**config.mk**
```make
export PLATFORM = sky130hd
export DESIGN_NAME = hamming_secded_decoder16
export DESIGN_NICKNAME = d
export VERILOG_FILES = /design/src/rtl/hamming_secded_decoder16.sv
export SDC_FILE = /design/constraint.sdc
export NUM_CORES = 1
export LEC_CHECK = 0
export BUFFER_PORTS_ARGS = -buffer_cell sky130_fd_sc_hd__buf_2
export CAP_MARGIN = 30
export CORE_ASPECT_RATIO = 1.25
export CORE_MARGIN = 1
export CORE_UTILIZATION = 28
export CTS_CLUSTER_DIAMETER = 120
export DETAILED_ROUTE_END_ITERATION = 16
export HOLD_SLACK_MARGIN = 0.02
export PLACE_DENSITY = 0.53
export SLEW_MARGIN = 20
export SYNTH_ARGS = -nofsm -noshare
export SYNTH_HDL_FRONTEND = slang
export SYNTH_SLANG_ARGS = --single-unit
```
**constraint.sdc**
```tcl
create_clock -name clk -period 2.01 [get_ports clk]
set_clock_uncertainty 0.15 [all_clocks]
set_input_delay 0 -clock clk [delete_from_list [all_inputs] [get_ports clk]]
set_output_delay 0 -clock clk [all_outputs]
set_load 0.05 [all_outputs]
```
**src/rtl/hamming_secded_decoder16.sv**
```systemverilog
// Hamming SEC/DED decoder for the protected 16-bit counter word.
// Two register stages with valid/ready flow control: stage 1 captures the
// word and its syndrome, stage 2 holds the corrected word and its
// classification. Optional scrub write-back and saturating event counters.

module hamming_secded_decoder16 #(
   parameter int SCRUB_EN = 1,
   parameter int CNT_W    = 8
) (
   input  logic             clk,
   input  logic             reset,
   input  logic             in_valid,
   output logic             in_ready,
   input  logic [15:0]      in_data,
   input  logic [5:0]       in_check,
   output logic             out_valid,
   input  logic             out_ready,
   output logic [15:0]      out_data,
   output logic [4:0]       out_syndrome,
   output logic             out_sec,
   output logic             out_ded,
   output logic             wb_valid,
   output logic [15:0]      wb_data,
   output logic [5:0]       wb_check,
   input  logic             cnt_clear,
   output logic [CNT_W-1:0] sec_count,
   output logic [CNT_W-1:0] ded_count
);

   localparam logic SCRUB_ON = (SCRUB_EN != 0);

   // Codeword position of data bit idx; powers of two are reserved for check bits.
   function automatic logic [4:0] data_pos(input int idx);
      case (idx)
         0:       return 5'd3;
         1:       return 5'd5;
         2:       return 5'd6;
         3:       return 5'd7;
         4:       return 5'd9;
         5:       return 5'd10;
         6:       return 5'd11;
         7:       return 5'd12;
         8:       return 5'd13;
         9:       return 5'd14;
         10:      return 5'd15;
         11:      return 5'd17;
         12:      return 5'd18;
         13:      return 5'd19;
         14:      return 5'd20;
         15:      return 5'd21;
         default: return 5'd0;
      endcase
   endfunction

   // The Hamming check bits are the XOR of the positions of all set data bits.
   function automatic logic [4:0] hamming_bits(input logic [15:0] d);
      logic [4:0] c;
      c = '0;
      for (int i = 0; i < 16; i++) begin
         if (d[i]) c = c ^ data_pos(i);
      end
      return c;
   endfunction

   // Full 6-bit check field: Hamming bits plus even overall parity over all 22 bits.
   function automatic logic [5:0] encode(input logic [15:0] d);
      logic [4:0] c;
      c = hamming_bits(d);
      return {(^d) ^ (^c), c};
   endfunction

   logic        s1_valid;
   logic [15:0] s1_data;
   logic [4:0]  s1_syn;
   logic        s1_par;
   logic        s1_open;
   logic        s2_adv;
   logic        out_xfer;
   logic [15:0] fix_data;
   logic        fix_sec;
   logic        fix_ded;
   logic [5:0]  wb_check_r;

   assign out_xfer = out_valid && out_ready;
   assign s2_adv   = !out_valid || out_ready;
   assign s1_open  = !s1_valid || s2_adv;
   assign in_ready = reset && s1_open;

   assign wb_valid = SCRUB_ON && out_xfer && out_sec;
   assign wb_data  = out_data;
   assign wb_check = wb_check_r;

   // Stage 1: capture the incoming word with its syndrome and overall parity.
   always_ff @(posedge clk) begin
      if (!reset) begin
         s1_valid <= 1'b0;
         s1_data  <= '0;
         s1_syn   <= '0;
         s1_par   <= 1'b0;
      end else if (s1_open) begin
         s1_valid <= in_valid;
         if (in_valid) begin
            s1_data <= in_data;
            s1_syn  <= hamming_bits(in_data) ^ in_check[4:0];
            s1_par  <= (^in_data) ^ (^in_check);
         end
      end
   end

   // Classify the stage-1 word and flip the addressed data bit for a correctable error.
   always_comb begin
      fix_data = s1_data;
      fix_sec  = 1'b0;
      fix_ded  = 1'b0;
      if (s1_par) begin
         if (s1_syn <= 5'd21) begin
            fix_sec = 1'b1;
            for (int i = 0; i < 16; i++) begin
               if (s1_syn == data_pos(i)) fix_data[i] = ~s1_data[i];
            end
         end else begin
            fix_ded = 1'b1;
         end
      end else if (s1_syn != 5'd0) begin
         fix_ded = 1'b1;
      end
   end

   // Stage 2: hold the decoded word until the consumer takes it.
   always_ff @(posedge clk) begin
      if (!reset) begin
         out_valid    <= 1'b0;
         out_data     <= '0;
         out_syndrome <= '0;
         out_sec      <= 1'b0;
         out_ded      <= 1'b0;
         wb_check_r   <= '0;
      end else if (s2_adv) begin
         out_valid <= s1_valid;
         if (s1_valid) begin
            out_data     <= fix_data;
            out_syndrome <= s1_syn;
            out_sec      <= fix_sec;
            out_ded      <= fix_ded;
            wb_check_r   <= encode(fix_data);
         end
      end
   end

   // Saturating event counters, bumped when a flagged word leaves; clear wins.
   always_ff @(posedge clk) begin
      if (!reset) begin
         sec_count <= '0;
         ded_count <= '0;
      end else if (cnt_clear) begin
         sec_count <= '0;
         ded_count <= '0;
      end else begin
         if (out_xfer && out_sec && (sec_count != '1)) sec_count <= sec_count + CNT_W'(1);
         if (out_xfer && out_ded && (ded_count != '1)) ded_count <= ded_count + CNT_W'(1);
      end
   end

endmodule
```
# Word level (Yosys, flattened, before mapping)
# Cells that the tools add are included.
# word_totals
register_bits,69
out_inout_bits,64
elab_cells,404
# classes
add_sub_neg,2
magnitude_cmp,1
eq_ne,18
mux,303
bitwise_logic,50
reduce_logical,18
# op_table
operator,n
$mux W5,278
$xor A5 B5 Y5,31
$eq A5 B5 Y1,16
$mux W16,2
$reduce_xor A16 Y1,2
$mux W1,21
$not A1 Y1,17
$add A8 B1 Y8 const B,2
$ne A8 B8 Y1 const B,2
$logic_and A1 B1 Y1,6
$reduce_xor A6 Y1,1
$le A5 B5 Y1 const B,1
$reduce_bool A5 Y1,1
$reduce_xor A5 Y1,1
$mux W2,2
$reduce_and A2 Y1,2
$logic_not A1 Y1,2
$logic_or A1 B1 Y1,2
$reduce_or A2 Y1,1
$xor A1 B1 Y1,2

# Depth between registers and ports, before layout
# Gate-level depths: netlist (run 1).
# depth
ltp_word,88
depth_mapped,8
depth_no_buf,7

# Worst setup path before layout (run 1)
# Ideal clock, no wire load.
# synth_path
kind,register to register
from,register out_valid
to,register sec_count[7]
setup_ns,0.070
arrival_ns,2.138
setup_slack_ns,-0.348
path_stages_with_launch,6
path_buffers,0
synth_period_minus_slack_ns,2.358
path_cell_list,dfxtp_1 > and3_1 > o21a_1 > nand4_1 > or3_1 > a21oi_1
# synth_via
elab_chain_cells,3
# synth_rtl
element,line_no,text
from (decl),16,"output logic out_valid,"
from (signal assigned),139,out_valid <= s1_valid;
$logic_and A1 B1 Y1,84,assign out_xfer = out_valid && out_ready;
$logic_and A1 B1 Y1,n/a,
named net wb_valid,22,"output logic wb_valid,"
$logic_and A1 B1 Y1,159,if (out_xfer && out_sec && (sec_count != '1)) sec_count <= sec_count + CNT_W'(1);
to (signal assigned),159,
to (decl),26,"output logic [CNT_W-1:0] sec_count,"
# The timed path passes the listed nets, and every way through them passes these cells.
# A chain may end at the register's enable or synchronous reset.

# Final worst setup path (run 1)
# layout_path
from,register s1_data[1]
to,"register wb_check_r[5], in the netlist wb_check[5]"
# layout_via
elab_chain_cells,80
# layout_rtl
element,line_no,text
from (decl),73,logic [15:0] s1_data;
from (signal assigned),103,s1_data <= in_data;
$not A1 Y1,119,if (s1_syn == data_pos(i)) fix_data[i] = ~s1_data[i];
$mux W1,119,
$mux W16,116,if (s1_syn <= 5'd21) begin
$mux W16 (*),115,if (s1_par) begin
$mux W5,60,if (d[i]) c = c ^ data_pos(i);
$mux W5,140,if (s1_valid) begin
$mux W5,138,end else if (s2_adv) begin
$mux W5,131,if (!reset) begin
[... 64 more ...],n/a,
$mux W5,131,
$xor A5 B5 Y5,60,
$mux W5,60,
$mux W5,140,
$mux W5,138,
$mux W5,131,
$reduce_xor A5 Y1,69,"return {(^d) ^ (^c), c};"
$xor A1 B1 Y1 (*),69,
to (signal assigned),145,wb_check_r <= encode(fix_data);
to (decl),82,logic [5:0] wb_check_r;
# Every way passes the cells marked *; elsewhere a longest branch is shown, timed or not. The select of a mux whose other input is x is not followed.

==> results of run 1 <==
metal layers:
layer / up-vias / track usage (%)
li1: 1702 / -
met1: 1526 / 17.44
met2: 95 / 24.06
met3: 14 / 2.966
met4: 0 / 5.864
met5: - / 0
worst max-delay path, delay by kind of cell, from the launching register on:
| kind | cells | cell delay [ns] |
|---|---|---|
| flops | 1 | 0.31 |
| xor+xnor | 5 | 1.26 |
| compound gates | 1 | 0.20 |
through the flow:
stage | utilization, % | setup TNS [ns]
floorplan | - | -0.02651
global placement | 34.84 | -0.09120
detailed placement | 34.84 | -0.1493
CTS | 38.70 | -0.1211
global route | 38.91 | -0.1933
finish | 38.91 | -0.02541
path summary, 6_finish.rpt:
kind,startpoint,endpoint,cells after the start
max,s1_data[1]$_SDFFE_PN0P_,wb_check[5]$_SDFFE_PN0P_,6
min,in_check[2],s1_syn[2]$_SDFFE_PN0P_,5
max reg2reg,s1_data[1]$_SDFFE_PN0P_,wb_check[5]$_SDFFE_PN0P_,6
min reg2reg,wb_check[0]$_SDFFE_PN0P_,wb_check[0]$_SDFFE_PN0P_,2
layout by cell type (no fill, tap or decap), types with 3 or more instances in the layout:
cell,count
sky130_fd_sc_hd__a211oi_1,21
sky130_fd_sc_hd__a21oi_1,31
sky130_fd_sc_hd__and3_1,5
sky130_fd_sc_hd__buf_2,90
sky130_fd_sc_hd__buf_4,41
sky130_fd_sc_hd__clkbuf_16,9
sky130_fd_sc_hd__dfxtp_1,50
sky130_fd_sc_hd__dfxtp_2,18
sky130_fd_sc_hd__dlygate4sd3_1,21
sky130_fd_sc_hd__mux2i_1,3
sky130_fd_sc_hd__nand2_1,65
sky130_fd_sc_hd__nand2b_1,4
sky130_fd_sc_hd__nand3_1,5
sky130_fd_sc_hd__nand4_1,5
sky130_fd_sc_hd__nor2_1,49
sky130_fd_sc_hd__nor2b_1,3
sky130_fd_sc_hd__nor3_1,6
sky130_fd_sc_hd__o21ai_0,5
sky130_fd_sc_hd__or3_1,3
sky130_fd_sc_hd__xnor2_1,52
sky130_fd_sc_hd__xnor2_2,3
sky130_fd_sc_hd__xnor3_1,6
sky130_fd_sc_hd__xor2_1,31
power breakdown:
| group | switching [W] | internal, W | total [W] |
|---|---|---|---|
| Combinational | 0.000768 | 0.000628 | 0.00140 |
| Sequential | 0.0000823 | 0.00147 | 0.00155 |
| Clock | 0.000536 | 0.000883 | 0.00142 |
| Total | 0.00139 | 0.00298 | 0.00436 |
final cells by class:
type                    count  share of cell area, %
clock buffers              12                  4.982
clock inverters             2                 0.1944
inverters                   2                 0.1458
multi-input cells         327                  43.38
flip-flops and latches     69                  27.34
well taps                 171                  4.156
repair buffers            155                  19.81
flip-flops by register name (all words and copies together) (netlist names):
signal        flops
s1_valid          1
out_sec           1
ded_count         8
out_valid         1
s1_syn            5
s1_data          16
s1_par            1
out_data         16
out_syndrome      5
out_ded           1
wb_check          6
sec_count         8
repair_timing:
action                                  in CTS  in global routing
hold buffers                                21                  0
cloned                                       0                  0
pin swaps                                    7                  4
buffers inserted                             1                  0
gates resized for setup                      8                 12
endpoints found under the setup margin       4                  4
endpoints found under the hold margin       23                  0
logic make-up (layout without fill, tap and decap cells):
group           count (synthesis)  in the layout  synth area share, %
compound gates                 66             66                10.77
xor+xnor                       97             97                26.37
fa+ha+maj                       2              2               0.6584
buf+inv                        43            171                6.025
flops                          69             69                36.35
mux                             3              3               0.7903
simple gates                  159            159                19.03
==> summary.txt, run 1 <==
Placed design
  • PortBufs: 90
  • Final estimated routing congestion in global placement: between 0.8 and 0.9
  • Post-DP HPWL: approximately 7300 um
  • Number of cells after detailed placement: between 700 and 800
  • Dpl cell area: between 4000 and 5000 um2
  • Minimum setup slack after placement: -0.1123 ns

GRT
  • Vias in the first global route: about 3200
  • Initial antenna violation count: 0
  • Global-route wire length before repair: about 16000 um
  • Overflow left after global routing: 0
  • Overall global routing resource usage: 14.25%
  • Maximum number of pins on one net before global-route repair: 40

CTS
  • Source-to-sink clock delay at the later pin of the worst-skew pair: around 0.33 ns
  • Clk root buf: sky130_fd_sc_hd__clkbuf_16
  • Deepest clock path buffer count: 2
  • CTS tree: yes
  • Clk sink count: 69
  • Num CTS Buffers: 9
  • Clock slew at reported path FFs: about 0.060 ns
  • Clock H-tree levels: 3

Yosys
  • Fraction of post-synthesis cell area in the top cell type by area: between 30% and 40%
  • Synthesis warning total: 0
  • Post-synthesis instance area: approximately 3800 um2
  • Largest area contributor in the synthesized netlist: sky130_fd_sc_hd__dfxtp_1
  • Flop and latch count out of synthesis: 69
  • Top-count cell post-synth: sky130_fd_sc_hd__dfxtp_1
  • Number of distinct standard cells referenced by the synthesized netlist: 40
  • Primary flip-flop cell chosen by synthesis mapping: sky130_fd_sc_hd__dfxtp_1
  • Post-synth top cells: sky130_fd_sc_hd__dfxtp_1 (69), sky130_fd_sc_hd__nand2_1 (65), sky130_fd_sc_hd__xnor2_1 (54)
  • Share of the yosys chip area belonging to registers: a little over a third
  • Cells after Synth: approximately 440
  • Synthesized netlist net count: between 400 and 500
  • Proportion of register bits with asynchronous set or reset after synthesis: 0%
  • Post-synth EDFFs: 0
  • Leading post-synthesis cells by cell area: sky130_fd_sc_hd__dfxtp_1 (36%), sky130_fd_sc_hd__xnor2_1 (12%), sky130_fd_sc_hd__xor2_1 (7.4%)
  • Post-Syn Area per Cell: slightly below 9 um2

Min path
  • Kind of path behind the tightest hold check: in2reg

Detailed routing
  • First drt pass iteration count: 4
  • Antenna viol nets, final: 0
  • Met3 WL post-DR: between 400 and 500 um
  • Final routed wire length divided by cell count: around 13 um
  • Number of remaining DRC errors: 0
  • Number of vias in the routed layout: between 3000 and 4000
  • Drt total wl: roughly 9500 um
  • Routed metal-1 wire length: between 4000 and 5000 um
  • Uppermost layer routed: met4
  • Post-DR vias/cell: roughly 4.5
  • Starting DRC count in detailed routing: between 100 and 150
  • Detail Route met2 WL: about 4700 um

Worst setup path
  • Critical-path cell list: xnor2_1 > xnor3_1 > xnor3_1 > xnor3_1 > xnor2_1 > a31o_1
  • Arrival @ worst endpoint: between 2 and 2.5 ns
  • Critical path class: reg2reg
  • Data required time at the worst endpoint: about 2.1 ns
  • Critical path endpoint category: register
  • Worst path slowest cell: sky130_fd_sc_hd__xnor3_1
  • Register-to-Register Setup Slack: -0.03 ns
  • Worst Setup Start Kind: register
  • Crit-path most repeated cell: sky130_fd_sc_hd__xnor3_1
  • Stage delay of the slowest cell on the critical path: 0.39 ns
  • Worst Path Max Fanout: 2

Floorplanning
  • Initial standard-cell utilization of the core: between 20 and 30%
  • Site Rows: 47
  • Horizontal extent of the die: about 110 um
  • Vertical die dimension: around 130 um
  • Top Ports: 91
  • Die Footprint: 14040 um2
  • Area inside the core boundary: 13230 um2

Timing
  • Hold slack: 0.1529 ns
  • Relative slew margins: between 50% and 60%
  • Number of hold-slack violations in the final timing report: 0
  • Final worst slack: -0.02541 ns
  • Setup Viol. Count Final: 1
  • Unrepaired setup endpoints after global routing: yes
  • Tcrit/Tclk final: 101.3%
  • Pins over their slew limit: 0
  • Achievable clock frequency: slightly below 500 MHz
  • Period minus WS final: slightly above 2 ns
  • Worst Tran Pin Value: between 0.6 and 0.7 ns

Outcome
  • Violations in the final reports: negative setup slack
  • Status: finished, violations left

Pwr
  • Power per Cell Area: approximately 850 nW/um2
  • Largest voltage drop on the vdd net: ~0.4 mV
  • Pwr Total: ~0.0044 W
  • Leakage power figure: around 2.2 nW

Layout
  • Register area: about 1400 um2
  • Final instance area: ~5100 um2
  • Fillers: roughly 1400
  • Number of inserted diodes: 0
  • Post-layout net count: ~590
  • Layout-stage area growth over the synthesis result: 35.50%
  • Share of cells above drive strength 1: between 30% and 40%
  • Final Instance Count excl. Fillers: 738
  • Area taken by multi-input logic gates: 2233 um2

Run
  • Maximum Capacitance Violations: 0
No activity file was read; power rests on OpenSTA's default activity.
==> run 2, diff against run 1 <==
Settings changed: TNS_END_PERCENT set to 10.
==> summary.txt, run 2 (synthesis results as in run 1) <==
Layout
  • Regs by FF count: out_data (16), s1_data (16) (unchanged)
  • Share of cells above drive strength 1: 31.87% (was 31.92%)
  • Most common cell after layout, fill and taps aside: sky130_fd_sc_hd__buf_2 (unchanged)
  • Number of inserted diodes: 0 (unchanged)
  • Final Instance Count excl. Fillers: 742 (was 738)
  • Layout-stage area growth over the synthesis result: 36.91% (was 35.50%)
  • Post-layout net count: 595 (was 593)
  • Final instance area: 5202 um2 (was 5149 um2)
  • Most frequent cells in the layout: sky130_fd_sc_hd__buf_2 (90), sky130_fd_sc_hd__nand2_1 (65), sky130_fd_sc_hd__dfxtp_1 (54) (was sky130_fd_sc_hd__buf_2 (90), sky130_fd_sc_hd__nand2_1 (65), sky130_fd_sc_hd__xnor2_1 (52))
  • Fillers: 1402 (was 1386)

Detailed routing
  • Post-DR vias/cell: 4.511 (was 4.522)
  • Routed metal-1 wire length: 4401 um (was 4215 um)
  • Drt total wl: 9498 um (was 9531 um)
  • Final routed wire length divided by cell count: 12.80 um (was 12.91 um)
  • Number of remaining DRC errors: 0 (unchanged)
  • Antenna viol nets, final: 0 (unchanged)
  • Uppermost layer routed: met4 (unchanged)
  • Met3 WL post-DR: 352 um (was 445 um)
  • First drt pass iteration count: 4 (unchanged)
  • Starting DRC count in detailed routing: 141 (was 145)
  • Detail Route met2 WL: 4632 um (was 4711 um)
  • Number of vias in the routed layout: 3347 (was 3337)

Placed design
  • Number of cells after detailed placement: 704 (was 702)
  • Dpl cell area: 4619 um2 (was 4609 um2)
  • Final estimated routing congestion in global placement: 0.8254 (was 0.8326)
  • PortBufs: 90 (unchanged)
  • Post-DP HPWL: 7339 um (was 7349 um)

Timing
  • Hold slack: 0.1397 ns (was 0.1529 ns)
  • Achievable clock frequency: 496.1 MHz (was 491.3 MHz)
  • Pins over their slew limit: 0 (unchanged)
  • Relative slew margins: 60.10% (was 59.44%)
  • Worst Tran Pin Value: 0.5985 ns (was 0.6084 ns)
  • Setup Viol. Count Final: 1 (unchanged)
  • Tcrit/Tclk final: 100.3% (was 101.3%)
  • Unrepaired setup endpoints after global routing: yes (unchanged)
  • Period minus WS final: 2.016 ns (was 2.035 ns)
  • Number of hold-slack violations in the final timing report: 0 (unchanged)
  • Final worst slack: -0.005545 ns (was -0.02541 ns)

Min path
  • Number of cells on the worst hold path: 5 (unchanged)
  • Hold_sp: in_check[2] (unchanged)
  • Kind of path behind the tightest hold check: in2reg (unchanged)
  • Hold Path Sink: s1_syn[2]$_SDFFE_PN0P_ (unchanged)

Worst setup path
  • Register-to-Register Setup Slack: -0.006 ns (was -0.03 ns)
  • Critical path endpoint category: register (unchanged)
  • Worst Setup Start Kind: register (unchanged)
  • Stage delay of the slowest cell on the critical path: 0.45 ns (was 0.39 ns)
  • Critical path class: reg2reg (unchanged)
  • Critical-path cell list: buf_4 > o2111ai_1 > xor2_1 > xnor3_1 > xnor2_1 > a31o_1 (was xnor2_1 > xnor3_1 > xnor3_1 > xnor3_1 > xnor2_1 > a31o_1)
  • Data required time at the worst endpoint: 2.09 ns (about the same)
  • Worst path slowest cell: sky130_fd_sc_hd__xnor3_1 (unchanged)
  • Arrival @ worst endpoint: 2.09 ns (was 2.11 ns)
  • Reg-to-reg critical path endpoint: wb_check[5]$_SDFFE_PN0P_ (unchanged)
  • Launching instance or port of the critical path: s1_syn[2]$_SDFFE_PN0P_ (was s1_data[1]$_SDFFE_PN0P_)
  • Depth of the most critical reg-to-reg path: 6 (unchanged)
  • Worst Path Max Fanout: 7 (was 2)
  • Critical register-to-register path startpoint: s1_syn[2]$_SDFFE_PN0P_ (was s1_data[1]$_SDFFE_PN0P_)

Floorplanning
  • Site Rows: 47 (unchanged)
  • Vertical die dimension: 132.2 um (unchanged)
  • Horizontal extent of the die: 106.2 um (unchanged)
  • Initial standard-cell utilization of the core: 28.72% (unchanged)
  • Die Footprint: 14040 um2 (unchanged)
  • Area inside the core boundary: 13230 um2 (unchanged)
  • Top Ports: 91 (unchanged)

Run
  • Maximum Capacitance Violations: 0 (unchanged)

CTS
  • Clk root buf: sky130_fd_sc_hd__clkbuf_16 (unchanged)
  • Clock H-tree levels: 3 (unchanged)
  • CTS tree: yes (unchanged)
  • Num CTS Buffers: 9 (unchanged)
  • Clk sink count: 69 (unchanged)
  • Source-to-sink clock delay at the later pin of the worst-skew pair: 0.33 ns (about the same)
  • Clock slew at reported path FFs: 0.06 ns (about the same)
  • Deepest clock path buffer count: 2 (unchanged)

Pwr
  • Power per Cell Area: 870.7 nW/um2 (was 847.4 nW/um2)
  • Leakage power figure: 2.218 nW (was 2.191 nW)
  • Largest voltage drop on the vdd net: 0.3632 mV (was 0.3885 mV)

GRT
  • Maximum number of pins on one net before global-route repair: 39 (was 40)
  • Overall global routing resource usage: 13.75% (was 14.25%)
  • Initial antenna violation count: 0 (unchanged)
  • Global-route wire length before repair: 15210 um (was 15610 um)
  • Overflow left after global routing: 0 (unchanged)
  • Vias in the first global route: 3044 (was 3151)

Outcome
  • Violations in the final reports: negative setup slack (unchanged)
  • Status: finished, violations left (unchanged)
run 2: cell count changes in the layout (fill, tap and decap cells not counted), sizes merged:
| cell | delta |
|---|---|
| bufinv | +1 |
| buf | +2 |
| clkinvlp | +3 |
| clkbuf | -2 |
run 2: per-layer routing:
metal	vias to the layer above	global-route usage [%]
li1	1705	-
met1	1546	17.21
met2	87	23.67
met3	9	2.620
met4	0	4.167
met5	-	0
run 2: how the worst max path moves through the flow:
stage,to,slack [ns],cells past startpoint
floorplan,wb_check[5]$_SDFFE_PN0P_,-0.03,7
global placement,wb_check[5]$_SDFFE_PN0P_,-0.07,6
detailed placement,wb_check[5]$_SDFFE_PN0P_,-0.11,6
CTS,wb_check[5]$_SDFFE_PN0P_,-0.06,6
global route,wb_check[5]$_SDFFE_PN0P_,-0.07,6
finish,wb_check[5]$_SDFFE_PN0P_,-0.006,6
run 2: report_power, final:
group          leakage (nW)  switching, W  internal [W]
combinational          1.51      0.000771      0.000631
sequential            0.572     0.0000804       0.00146
clock                 0.140      0.000595      0.000989
total                  2.22       0.00145       0.00308
run 2: metrics by stage:
step	utilization, %	power, W	setup TNS, ns	setup slack, ns
4_1_cts	39.08	0.004572	-0.1281	-0.06445
6_report	39.32	0.004530	-0.005545	-0.005545
5_1_grt	39.32	0.004741	-0.2200	-0.07195
3_5_place_dp	34.91	0.002917	-0.2324	-0.1068
2_1_floorplan	-	0.002549	-0.06437	-0.02943
3_3_place_gp	34.91	0.002898	-0.1254	-0.06655
run 2: timing repair:
item	4_1_cts	5_1_grt
gates resized for setup	11	7
pin swaps	7	4
endpoints found under the setup margin	4	8
hold endpoints to repair	22	1
buffers inserted	1	0
hold buffers	20	1
run 2: area by class of cell:
cell class              instances  area (um2)  area share, %
well taps                     171       214.0          4.113
inverters                       2       7.507         0.1443
flip-flops and latches         69        1405          27.01
multi-input cells             327        2240          43.05
clock buffers                  10       239.0          4.594
repair buffers                157        1035          19.89
clock inverters                 6       62.56          1.203
run 2: critical path: cells and delay by family, from the launching register on:
kind            cells  cell delay [ns]
xor+xnor            3             0.79
compound gates      2             0.45
flops               1             0.36
buf+inv             1             0.16
==> run 3, diff against run 2 <==
Settings changed: PLACE_DENSITY 0.53 to 0.51.
Clock period 2.01 ns to 2.1 ns, I/O delays scaled along.
==> summary.txt, run 3 (synthesis results as in run 1) <==
Outcome
  • Status: finished, violations left (unchanged)
  • Violations in the final reports: negative setup slack (unchanged)

Timing
  • Post-Route Setup TNS: -0.009047 ns (was -0.005545 ns)
  • Tcrit/Tclk final: 100.4% (was 100.3%)
  • Pins over their slew limit: 0 (unchanged)
  • Achievable clock frequency: 474.1 MHz (was 496.1 MHz)
  • Worst Tran Pin Value: 0.6152 ns (was 0.5985 ns)
  • Relative slew margins: 58.98% (was 60.10%)
  • Number of hold-slack violations in the final timing report: 0 (unchanged)
  • Period minus WS final: 2.109 ns (was 2.016 ns)
  • Unrepaired setup endpoints after global routing: yes (unchanged)
  • Setup Viol. Count Final: 1 (unchanged)
  • Final worst slack: -0.009047 ns (was -0.005545 ns)
  • Hold slack: 0.04349 ns (was 0.1397 ns)

Worst setup path
  • Register-to-Register Setup Slack: -0.009 ns (was -0.006 ns)
  • Reg-to-reg critical path endpoint: wb_check[5]$_SDFFE_PN0P_ (unchanged)
  • Critical path class: reg2reg (unchanged)
  • Critical path endpoint category: register (unchanged)
  • Worst Setup Start Kind: register (unchanged)
  • Data required time at the worst endpoint: 2.18 ns (was 2.09 ns)
  • Arrival @ worst endpoint: 2.19 ns (was 2.09 ns)
  • Critical register-to-register path startpoint: s1_data[13]$_SDFFE_PN0P_ (was s1_syn[2]$_SDFFE_PN0P_)
  • Depth of the most critical reg-to-reg path: 6 (unchanged)
  • Worst Path Max Fanout: 3 (was 7)

Layout
  • Number of inserted diodes: 0 (unchanged)
  • Regs by FF count: out_data (16), s1_data (16) (unchanged)
  • Most frequent cells in the layout: sky130_fd_sc_hd__buf_2 (90), sky130_fd_sc_hd__nand2_1 (65), sky130_fd_sc_hd__dfxtp_1 (61) (was sky130_fd_sc_hd__buf_2 (90), sky130_fd_sc_hd__nand2_1 (65), sky130_fd_sc_hd__dfxtp_1 (54))
  • Register area: 1396 um2 (was 1405 um2)
  • Layout-stage area growth over the synthesis result: 35.59% (was 36.91%)
  • Most common cell after layout, fill and taps aside: sky130_fd_sc_hd__buf_2 (unchanged)
  • Area taken by multi-input logic gates: 2235 um2 (was 2240 um2)
  • Post-layout net count: 588 (was 595)
  • Fillers: 1377 (was 1402)
  • Share of cells above drive strength 1: 29.79% (was 31.87%)

Pwr
  • Largest voltage drop on the vdd net: 0.3773 mV (was 0.3632 mV)
  • Power per Cell Area: 845.5 nW/um2 (was 870.7 nW/um2)
  • Leakage power figure: 2.176 nW (was 2.218 nW)

Detailed routing
  • Number of remaining DRC errors: 0 (unchanged)
  • First drt pass iteration count: 4 (unchanged)
  • Drt total wl: 9476 um (was 9498 um)
  • Uppermost layer routed: met4 (unchanged)
  • Post-DR vias/cell: 4.437 (was 4.511)
  • Met3 WL post-DR: 418 um (was 352 um)
  • Starting DRC count in detailed routing: 94 (was 141)
  • Antenna viol nets, final: 0 (unchanged)
  • Detail Route met2 WL: 4606 um (was 4632 um)
  • Final routed wire length divided by cell count: 12.89 um (was 12.80 um)
  • Number of vias in the routed layout: 3261 (was 3347)
  • Routed metal-1 wire length: 4340 um (was 4401 um)

CTS
  • CTS tree: yes (unchanged)
  • Clk root buf: sky130_fd_sc_hd__clkbuf_16 (unchanged)
  • Clock slew at reported path FFs: 0.06 ns (about the same)
  • Num CTS Buffers: 9 (unchanged)
  • Source-to-sink clock delay at the later pin of the worst-skew pair: 0.33 ns (about the same)
  • Clk sink count: 69 (unchanged)
  • Deepest clock path buffer count: 2 (unchanged)
  • Clock H-tree levels: 3 (unchanged)

Min path
  • Hold Path Sink: s1_syn[1]$_SDFFE_PN0P_ (was s1_syn[2]$_SDFFE_PN0P_)
  • Hold_sp: in_check[1] (was in_check[2])
  • Kind of path behind the tightest hold check: in2reg (unchanged)
  • Number of cells on the worst hold path: 4 (was 5)

Floorplanning
  • Vertical die dimension: 132.2 um (unchanged)
  • Die Footprint: 14040 um2 (unchanged)
  • Area inside the core boundary: 13230 um2 (unchanged)
  • Site Rows: 47 (unchanged)
  • Initial standard-cell utilization of the core: 28.72% (unchanged)
  • Top Ports: 91 (unchanged)
  • Horizontal extent of the die: 106.2 um (unchanged)

Placed design
  • Final estimated routing congestion in global placement: 0.7955 (was 0.8254)
  • PortBufs: 90 (unchanged)
  • Post-DP HPWL: 7317 um (was 7339 um)

GRT
  • Overall global routing resource usage: 13.83% (was 13.75%)
  • Overflow left after global routing: 0 (unchanged)
  • Initial antenna violation count: 0 (unchanged)
  • Vias in the first global route: 3066 (was 3044)
  • Global-route wire length before repair: 15080 um (was 15210 um)
  • Maximum number of pins on one net before global-route repair: 41 (was 39)

Run
  • Maximum Capacitance Violations: 0 (unchanged)
-- run 3: cell types whose count changed in the layout (fill, tap and decap cells not counted), sizes merged --
cell	previous run	this run
buf	136	130
clkbuf	10	11
clkinvlp	3	2
dlygate4sd3	21	20
-- run 3: metrics by stage --
stage	util (%)	std cells	setup WS [ns]	instance area, um2	total power (W)
final	38.94	735	-0.009047	5152	0.004356
after global placement	34.55	697	-0.007780	4572	0.002770
after detailed placement	34.55	697	-0.01857	4572	0.002782
after floorplan	-	439	-0.07305	3804	0.002439
after CTS	38.49	733	0.007122	5092	0.004375
after global routing	38.94	735	-0.08895	5152	0.004561
-- run 3: report_power, final --
part / leakage [nW] / internal [W] / total, W / switching (W)
Clock: 0.148 / 0.000983 / 0.00155 / 0.000567
Combinational: 1.46 / 0.000584 / 0.00133 / 0.000747
Sequential: 0.568 / 0.00140 / 0.00148 / 0.0000760
Total: 2.18 / 0.00297 / 0.00436 / 0.00139
-- run 3: cell type report --
class | instances | share of cell area (%)
Clock buffer | 11 | 4.905
Clock inverter | 5 | 1.141
Inverter | 2 | 0.1457
Multi-Input combinational cell | 327 | 43.37
Sequential cell | 69 | 27.10
Tap cell | 171 | 4.152
Timing Repair Buffer | 150 | 19.18
-- run 3: worst max-delay path by stage --
stage                         startpoint                        end  slack [ns]  depth (start not counted)
2_1_floorplan  ded_count[2]$_SDFFE_PP0P_  ded_count[5]$_SDFFE_PP0P_       -0.07                          6
6_report        s1_data[13]$_SDFFE_PN0P_   wb_check[5]$_SDFFE_PN0P_      -0.009                          6
4_1_cts         s1_data[10]$_SDFFE_PN0P_   wb_check[5]$_SDFFE_PN0P_       0.007                          6
3_5_place_dp    s1_data[10]$_SDFFE_PN0P_   wb_check[5]$_SDFFE_PN0P_       -0.02                          6
3_3_place_gp    s1_data[10]$_SDFFE_PN0P_   wb_check[5]$_SDFFE_PN0P_      -0.008                          6
5_1_grt           s1_syn[1]$_SDFFE_PN0P_   wb_check[5]$_SDFFE_PN0P_       -0.09                          6
-- run 3: repair_timing --
item	in CTS	in global routing
hold buffers	20	0
setup buffers	0	2
endpoints found under the hold margin	21	0
pin swaps	0	4
resized for setup	2	13
endpoints found under the setup margin	1	4
-- run 3: critical path, cell delays in order (launching register included) --
cell	delay [ns]
sky130_fd_sc_hd__dfxtp_4	0.35
sky130_fd_sc_hd__xnor3_1	0.42
sky130_fd_sc_hd__xnor2_2	0.16
sky130_fd_sc_hd__xor3_2	0.44
sky130_fd_sc_hd__xnor2_2	0.15
sky130_fd_sc_hd__xnor2_1	0.13
sky130_fd_sc_hd__a31o_1	0.21
-- run 3: metal layers --
| metal | track usage [%] | up-vias |
|---|---|---|
| li1 | - | 1700 |
| met4 | 4.861 | 0 |
| met3 | 3.312 | 7 |
| met1 | 17.02 | 1467 |
| met5 | 0 | - |
| met2 | 23.34 | 87 |
